[src/rtl/match_pair_queue_pkg.sv]
// rtl/match_pair_queue_pkg.sv - shared index-match types and constants (package aim_pkg)
package aim_pkg;

    localparam int LANES  = 32;
    localparam int LANE_W = 5;
    localparam int POS_W  = 9;
    localparam int CNT_W  = 10;

    typedef logic [LANE_W-1:0] lane_idx_t;
    typedef logic [POS_W-1:0]  pos_t;

    typedef struct packed {
        logic [LANES-1:0]   mask;
        pos_t [LANES-1:0]   pos;
        logic               last;
        logic               occ;
    } match_slot_t;

    typedef enum logic {
        ST_IDLE  = 1'b0,
        ST_DRAIN = 1'b1
    } drain_state_t;

endpackage

[src/rtl/match_pair_queue_if.sv]
// rtl/match_pair_queue_if.sv - match vector in / pair stream out bundle; o_ovf present with MATCH_PAIR_QUEUE_OVF_CHK_EN
interface match_pair_queue_if;
    import aim_pkg::*;

    logic                   i_strobe;
    logic [LANES-1:0]       i_valid;
    pos_t [LANES-1:0]       i_pos;
    logic                   i_last;
    logic                   o_in_ready;
    logic                   o_pair_valid;
    lane_idx_t              o_lane;
    pos_t                   o_pos;
    logic                   o_last;
    logic                   i_pair_ready;
    logic                   o_done;
    logic [CNT_W-1:0]       o_pair_cnt;
`ifdef MATCH_PAIR_QUEUE_OVF_CHK_EN
    logic                   o_ovf;

    modport master (
        output i_strobe, i_valid, i_pos, i_last, i_pair_ready,
        input  o_in_ready, o_pair_valid, o_lane, o_pos, o_last, o_done, o_pair_cnt, o_ovf
    );

    modport slave (
        input  i_strobe, i_valid, i_pos, i_last, i_pair_ready,
        output o_in_ready, o_pair_valid, o_lane, o_pos, o_last, o_done, o_pair_cnt, o_ovf
    );
`else
    modport master (
        output i_strobe, i_valid, i_pos, i_last, i_pair_ready,
        input  o_in_ready, o_pair_valid, o_lane, o_pos, o_last, o_done, o_pair_cnt
    );

    modport slave (
        input  i_strobe, i_valid, i_pos, i_last, i_pair_ready,
        output o_in_ready, o_pair_valid, o_lane, o_pos, o_last, o_done, o_pair_cnt
    );
`endif

endinterface

[src/rtl/lsb_prienc.sv]
// rtl/lsb_prienc.sv - combinational lowest-set-bit encoder for a lane mask
module lsb_prienc
    import aim_pkg::*;
(
    input  logic [LANES-1:0] mask,
    output lane_idx_t        idx,
    output logic             nz
);

    // Scan from the top so the lowest set lane is the last (winning) assignment.
    always_comb begin
        idx = '0;
        for (int i = LANES - 1; i >= 0; i--) begin
            if (mask[i]) begin
                idx = lane_idx_t'(i);
            end
        end
    end

    assign nz = |mask;

endmodule

[src/rtl/match_pair_queue.sv]
// rtl/match_pair_queue.sv - two-slot match vector buffer serialised into (lane, position) pairs; MATCH_PAIR_QUEUE_OVF_CHK_EN adds o_ovf
module match_pair_queue
    import aim_pkg::*;
(
    input  logic              i_clk,
    input  logic              i_rst,
    match_pair_queue_if.slave bus
);

    localparam logic [CNT_W-1:0] CNT_MAX = '1;

    match_slot_t        slot_q [2];
    logic               wr_ptr_q;
    logic               rd_ptr_q;
    logic               in_ready_q;
    logic               done_q;
    logic [CNT_W-1:0]   cnt_q;
    drain_state_t       state_q;
    drain_state_t       state_d;

    lane_idx_t          sel_idx;
    logic               sel_nz;
    logic [LANES-1:0]   rd_mask;
    logic [LANES-1:0]   sel_bit;
    logic [LANES-1:0]   mask_left;
    logic               pair_valid;
    logic               hs;
    logic               rel;
    logic               cap;
    logic [1:0]         occ_d;
    logic               rd_ptr_d;

    assign rd_mask   = slot_q[rd_ptr_q].mask;
    assign sel_bit   = {{(LANES-1){1'b0}}, 1'b1} << sel_idx;
    assign mask_left = rd_mask & ~sel_bit;
    assign cap       = bus.i_strobe && in_ready_q;

    lsb_prienc u_lsb_prienc (
        .mask (rd_mask),
        .idx  (sel_idx),
        .nz   (sel_nz)
    );

    // Drain control: pair presentation, slot release and next occupancy/state.
    always_comb begin
        pair_valid = 1'b0;
        hs         = 1'b0;
        rel        = 1'b0;
        case (state_q)
            ST_IDLE: begin
                pair_valid = 1'b0;
            end
            ST_DRAIN: begin
                pair_valid = sel_nz;
                hs         = sel_nz && bus.i_pair_ready;
                // An all-zero slot still spends this one DRAIN cycle before release.
                rel        = !sel_nz || (hs && (mask_left == '0));
            end
            default: begin
                pair_valid = 1'b0;
            end
        endcase

        occ_d = {slot_q[1].occ, slot_q[0].occ};
        if (rel) begin
            occ_d[rd_ptr_q] = 1'b0;
        end
        if (cap) begin
            occ_d[wr_ptr_q] = 1'b1;
        end
        rd_ptr_d = rd_ptr_q ^ rel;
        state_d  = occ_d[rd_ptr_d] ? ST_DRAIN : ST_IDLE;
    end

    // Slot storage, pointers, state and input-side readiness.
    always_ff @(posedge i_clk or posedge i_rst) begin
        if (i_rst) begin
            for (int i = 0; i < 2; i++) begin
                slot_q[i] <= '0;
            end
            wr_ptr_q   <= 1'b0;
            rd_ptr_q   <= 1'b0;
            in_ready_q <= 1'b1;
            state_q    <= ST_IDLE;
        end else begin
            state_q <= state_d;
            if (hs) begin
                slot_q[rd_ptr_q].mask <= mask_left;
            end
            if (rel) begin
                slot_q[rd_ptr_q].occ <= 1'b0;
            end
            // A capture never targets the read slot while it is occupied.
            if (cap) begin
                slot_q[wr_ptr_q] <= match_slot_t'{mask: bus.i_valid, pos: bus.i_pos,
                                                  last: bus.i_last, occ: 1'b1};
            end
            wr_ptr_q   <= wr_ptr_q ^ cap;
            rd_ptr_q   <= rd_ptr_d;
            in_ready_q <= !(occ_d[0] && occ_d[1]);
        end
    end

    // Tile completion pulse and accepted-pair counter; the count stays visible
    // during the done cycle and restarts on the edge that ends it.
    always_ff @(posedge i_clk or posedge i_rst) begin
        if (i_rst) begin
            done_q <= 1'b0;
            cnt_q  <= '0;
        end else begin
            done_q <= rel && slot_q[rd_ptr_q].last;
            if (done_q) begin
                cnt_q <= hs ? CNT_W'(1) : '0;
            end else if (hs && (cnt_q != CNT_MAX)) begin
                cnt_q <= cnt_q + 1'b1;
            end
        end
    end

`ifdef MATCH_PAIR_QUEUE_OVF_CHK_EN
    logic ovf_q;

    // Sticky flag for strobes that arrived while both slots were full.
    always_ff @(posedge i_clk or posedge i_rst) begin
        if (i_rst) begin
            ovf_q <= 1'b0;
        end else if (bus.i_strobe && !in_ready_q) begin
            ovf_q <= 1'b1;
        end
    end

    assign bus.o_ovf = ovf_q;
`endif

    assign bus.o_in_ready   = in_ready_q;
    assign bus.o_pair_valid = pair_valid;
    assign bus.o_lane       = pair_valid ? sel_idx : '0;
    assign bus.o_pos        = pair_valid ? slot_q[rd_ptr_q].pos[sel_idx] : '0;
    assign bus.o_last       = pair_valid && slot_q[rd_ptr_q].last && (mask_left == '0);
    assign bus.o_done       = done_q;
    assign bus.o_pair_cnt   = cnt_q;

endmodule

[src/flat_wrapper.sv]
// flat-port wrapper written by rule: the top's interface ports become plain ports
module match_pair_queue_flat import aim_pkg::*;
  (i_clk, i_rst, bus_i_strobe, bus_i_valid, bus_i_pos, bus_i_last, bus_i_pair_ready, bus_o_in_ready, bus_o_pair_valid, bus_o_lane, bus_o_pos, bus_o_last, bus_o_done, bus_o_pair_cnt);
  match_pair_queue_if bus_i ();
  input  logic i_clk;
  input  logic i_rst;
  input wire logic [$bits(bus_i.i_strobe)-1:0] bus_i_strobe;
  input wire logic [$bits(bus_i.i_valid)-1:0] bus_i_valid;
  input wire logic [$bits(bus_i.i_pos)-1:0] bus_i_pos;
  input wire logic [$bits(bus_i.i_last)-1:0] bus_i_last;
  input wire logic [$bits(bus_i.i_pair_ready)-1:0] bus_i_pair_ready;
  output wire logic [$bits(bus_i.o_in_ready)-1:0] bus_o_in_ready;
  output wire logic [$bits(bus_i.o_pair_valid)-1:0] bus_o_pair_valid;
  output wire logic [$bits(bus_i.o_lane)-1:0] bus_o_lane;
  output wire logic [$bits(bus_i.o_pos)-1:0] bus_o_pos;
  output wire logic [$bits(bus_i.o_last)-1:0] bus_o_last;
  output wire logic [$bits(bus_i.o_done)-1:0] bus_o_done;
  output wire logic [$bits(bus_i.o_pair_cnt)-1:0] bus_o_pair_cnt;
  assign bus_i.i_strobe = bus_i_strobe;
  assign bus_i.i_valid = bus_i_valid;
  assign bus_i.i_pos = bus_i_pos;
  assign bus_i.i_last = bus_i_last;
  assign bus_i.i_pair_ready = bus_i_pair_ready;
  assign bus_o_in_ready = bus_i.o_in_ready;
  assign bus_o_pair_valid = bus_i.o_pair_valid;
  assign bus_o_lane = bus_i.o_lane;
  assign bus_o_pos = bus_i.o_pos;
  assign bus_o_last = bus_i.o_last;
  assign bus_o_done = bus_i.o_done;
  assign bus_o_pair_cnt = bus_i.o_pair_cnt;
  match_pair_queue u_core (.i_clk(i_clk), .i_rst(i_rst), .bus(bus_i));
endmodule
[config.mk]
export PLATFORM = sky130hd
export DESIGN_NAME = match_pair_queue_flat
export DESIGN_NICKNAME = d
export VERILOG_FILES = /design/src/rtl/match_pair_queue_pkg.sv /design/src/rtl/match_pair_queue_if.sv /design/src/rtl/lsb_prienc.sv /design/src/rtl/match_pair_queue.sv /design/src/flat_wrapper.sv
export SDC_FILE = /design/constraint.sdc
export NUM_CORES = 2
export LEC_CHECK = 0
export BUFFER_PORTS_ARGS = -buffer_cell sky130_fd_sc_hd__buf_2
export CAP_MARGIN = 10
export CORE_UTILIZATION = 45
export CTS_CLUSTER_SIZE = 16
export DETAILED_ROUTE_END_ITERATION = 10
export SLEW_MARGIN = 5
export SYNTH_ARGS = -nofsm -noshare
export SYNTH_HDL_FRONTEND = slang
export SYNTH_HIERARCHICAL = 1
export SYNTH_SLANG_ARGS = --single-unit
[constraint.sdc]
create_clock -name i_clk -period 33.7 [get_ports i_clk]
set_clock_uncertainty 0.15 [all_clocks]
set_input_delay 3.37 -clock i_clk [delete_from_list [all_inputs] [get_ports i_clk]]
set_output_delay 3.37 -clock i_clk [all_outputs]
set_load 0.01 [all_outputs]
==> summary.txt <==
Global-route wire length before repair = 150000 um
CTS Sinks = 659
HP Class = reg -> reg
Most frequent cell on the critical path = mux4_2
Primary flip-flop cell chosen by synthesis mapping = dfrtp_1
Maximum vdd drop = 0.000111 V
Total routed wirelength = 97300 um
Final setup vio count = 0
Share of synthesized registers carrying an async set or reset = 1.00
Critical Path RT = 30.18 ns
Filler cells = 6326
Wire per inst = 21.6 um
Worst-path clk slew = 0.06 ns
Crit-path leading delay family = buffers and inverters
Yosys warns = 6
Post-CTS Setup Inserts = 0
Post-synth EDFFs = 0
I/O pin total = 353
Post-DRT Antenna Nets = 0
Slowest Stage Delay on Critical Path = 0.87 ns
# hold bufs at CTS = 0
Routed vias/inst = 5.38
Worst-path fanout max = 97
Syn Area/Cell = 9.70 um2
Unrepaired setup endpoints after global routing = no
Largest net degree at the start of global routing = 210
Longest Clk Path Bufs = 3
Critical Path Sink Type = output port
Remaining DRCs = 0
Die outline width = 267 um
Initial antenna violation count = 28
DRT Pass-1 Iters = 5
Die H = 267 um
Critical Path Source Type = register
Crit path buf inv count = 4
Status = finished, final reports clean
Layout cells sized above 1 = 0.205
GRT Total Usage = 0.276
WP data arrival = 7.06 ns
Placement Setup Slack = 23.62 ns
Crit path time final = 10.58 ns
Port buffer count = 352
Setup TNS = 0 ns
Area growth syn-to-layout = 15.7%
PostCTS Resize Cnt = 0
Syn Nets = 3599
Fmax = 94.5 MHz
Die area = 0.0715 mm2
Fin nets = 3850
Setup ws final = 23.12 ns
Worst slew pin tran = 1.43 ns
Post-synth cell types = 67
Dpl hpwl = 64100 um
CTS H-tree lvls = 3
Hold_ws = 0.367 ns
Max-Slew Margin vs Limit = 0.0443
Starting Density = 0.458
Max-cap violations = 0
Total CTS buffers = 74
Vias in the first global route = 24200
CTS tree = built
Crit path kind = reg -> out
CTS Root Cell = clkbuf_16
Register bit total from synthesis = 659
DRT iter0 DRCs = 1861
Worst skew pair latency = 0.61 ns
CP Cell Sequence = buf_4, mux2_2, o31ai_1, o2111ai_1, a221oi_4, buf_4, buf_12, mux4_2, mux4_2, mux4_2, and2_1, buf_2
Core ar. = 0.0692 mm2
Cell Rows = 96
GPL Wtd Cong = 0.924
Power per standard cell area = 97.2 mW/mm2
Slowest CP cell = buf_4
Final hold vios = 0
Slew Viols, Final = 0
Fin crit share = 0.314
Via Count = 24300
Cells after synthesis = 3271
Synthesized area = 0.0317 mm2
Sequential share of the synthesized area = 0.520
Grt ovf = 0
P_leak = 15.9 nW
[state kept, by name, summed over array words and instances (netlist names)]
| register | cells |
|---|---|
| u_core/wr_ptr_q | 1 |
| u_core/slot_q | 644 |
| u_core/bus.o_done | 1 |
| u_core/bus.o_in_ready | 1 |
| u_core/rd_ptr_q | 1 |
| u_core/bus.o_pair_cnt | 10 |
| u_core/state_q | 1 |
[where the power goes]
part	leakage [nW]	switching, mW	internal, mW
registers	8.76	0.228	1.14
logic	5.92	0.716	0.642
clock network	1.24	0.329	0.506
[worst reg2reg max path: stages (launching register included)]
cell      delay (ns)
dfrtp_4         0.61
buf_4           0.70
mux2i_1         0.39
inv_1           0.16
nor2_1          0.12
o31ai_1         0.10
or4_1           0.51
nor3_2          0.15
a21o_4          0.55
buf_4           0.83
nor2b_1         0.41
a31oi_1         0.13
and4bb_2        0.34
nand4_2         0.13
o41ai_4         0.58
nand3b_2        0.14
a311oi_1        0.50
[per-stage QoR]
step	power, mW	cell area, um2	std cells	utilization
after floorplan	2.31	31700	3271	-
after global placement	2.71	34200	4377	0.494
after detailed placement	2.74	34200	4377	0.494
after CTS	3.59	36700	4506	0.530
after global routing	3.78	36700	4509	0.530
final	3.57	36700	4511	0.530
[cells by family (layout without fill, tap and decap cells)]
logic type	after synthesis	in the layout	synth area share
buf+inv	805	1109	0.0969
other cells	0	5	0
mux	228	228	0.149
fa+ha+maj	3	3	0.00118
simple gates	799	799	0.104
compound gates	770	770	0.126
flops	659	659	0.520
xor+xnor	7	7	0.00193
[per-layer routing]
metal / wire (um) / share of wire / GRT usage
met5: 199 / 0.0020 / 0
met2: 46100 / 0.47 / 0.443
met3: 5760 / 0.059 / 0.0523
met4: 2760 / 0.028 / 0.0800
met1: 42500 / 0.44 / 0.382
[layout make-up]
cell class | instances | area, um2 | share of cell area
sequential | 659 | 16500 | 0.450
multi-input combinational | 1807 | 12200 | 0.333
inverter | 602 | 2270 | 0.0618
clock buffer | 104 | 2160 | 0.0588
timing repair buffer | 378 | 2020 | 0.0551
tap | 931 | 1160 | 0.0318
clock inverter | 25 | 340 | 0.00928
antenna | 5 | 12.5 | 0.000341
[Yosys cell counts, drive strengths merged, types with 4 or more instances]
cell type	number	area, um2
nand3b	6	48.8
nor4	9	56.3
a21oi	12	60.1
or4	4	37.5
nor3	18	100
and3	10	62.6
mux2i	15	150
mux4	193	4350
o31ai	4	30.0
nor3b	5	37.5
nand2b	4	25.0
nand2	666	2500
o211ai	5	47.5
nor2	29	109
a211oi	4	30.0
or3	5	31.3
clkbuf	162	612
inv	602	2260
xor2	4	35.0
and2	13	81.3
o21ai	717	3590
dfrtp	658	16500
mux2	20	225
buf	41	201
or3b	5	43.8
nand3	12	60.1
[cell usage in the layout (no fill, tap or decap), types with 5 or more instances in the layout]
master and instances:
clkbuf_8 17, clkbuf_16 75, a21oi_1 11, clkbuf_1 12
bufinv_16 8, buf_2 352, buf_4 21, nor3_1 16
mux2_2 20, and3_1 8, nand2_1 666, nand3_1 12
mux4_2 191, nor4_1 9, inv_1 601, nor2_1 29
nand3b_1 5, mux2i_1 15, and2_1 11, dfrtp_1 657
o21ai_0 715, or3_1 5, clkinv_2 13, diode_2 5
buf_12 5
[worst paths after layout]
check                                          startpoint                              end  slack [ns]  depth (start not counted)
min in group asynchronous                           i_rst   u_core/slot_q[411]$_DFFE_PP0P_        2.75                          2
hold / removal             u_core/slot_q[165]$_DFFE_PP0P_   u_core/slot_q[165]$_DFFE_PP0P_        0.37                          2
setup reg to reg                u_core/rd_ptr_q$_DFF_PP0_  u_core/bus.o_in_ready$_DFF_PP1_       27.06                         16
max in group asynchronous                           i_rst   u_core/slot_q[586]$_DFFE_PP0P_       27.48                          5
setup / recovery                u_core/rd_ptr_q$_DFF_PP0_                     bus_o_pos[5]       23.12                         12
hold reg to reg            u_core/slot_q[165]$_DFFE_PP0P_   u_core/slot_q[165]$_DFFE_PP0P_        0.37                          2
(Power assumes the default switching activity.)
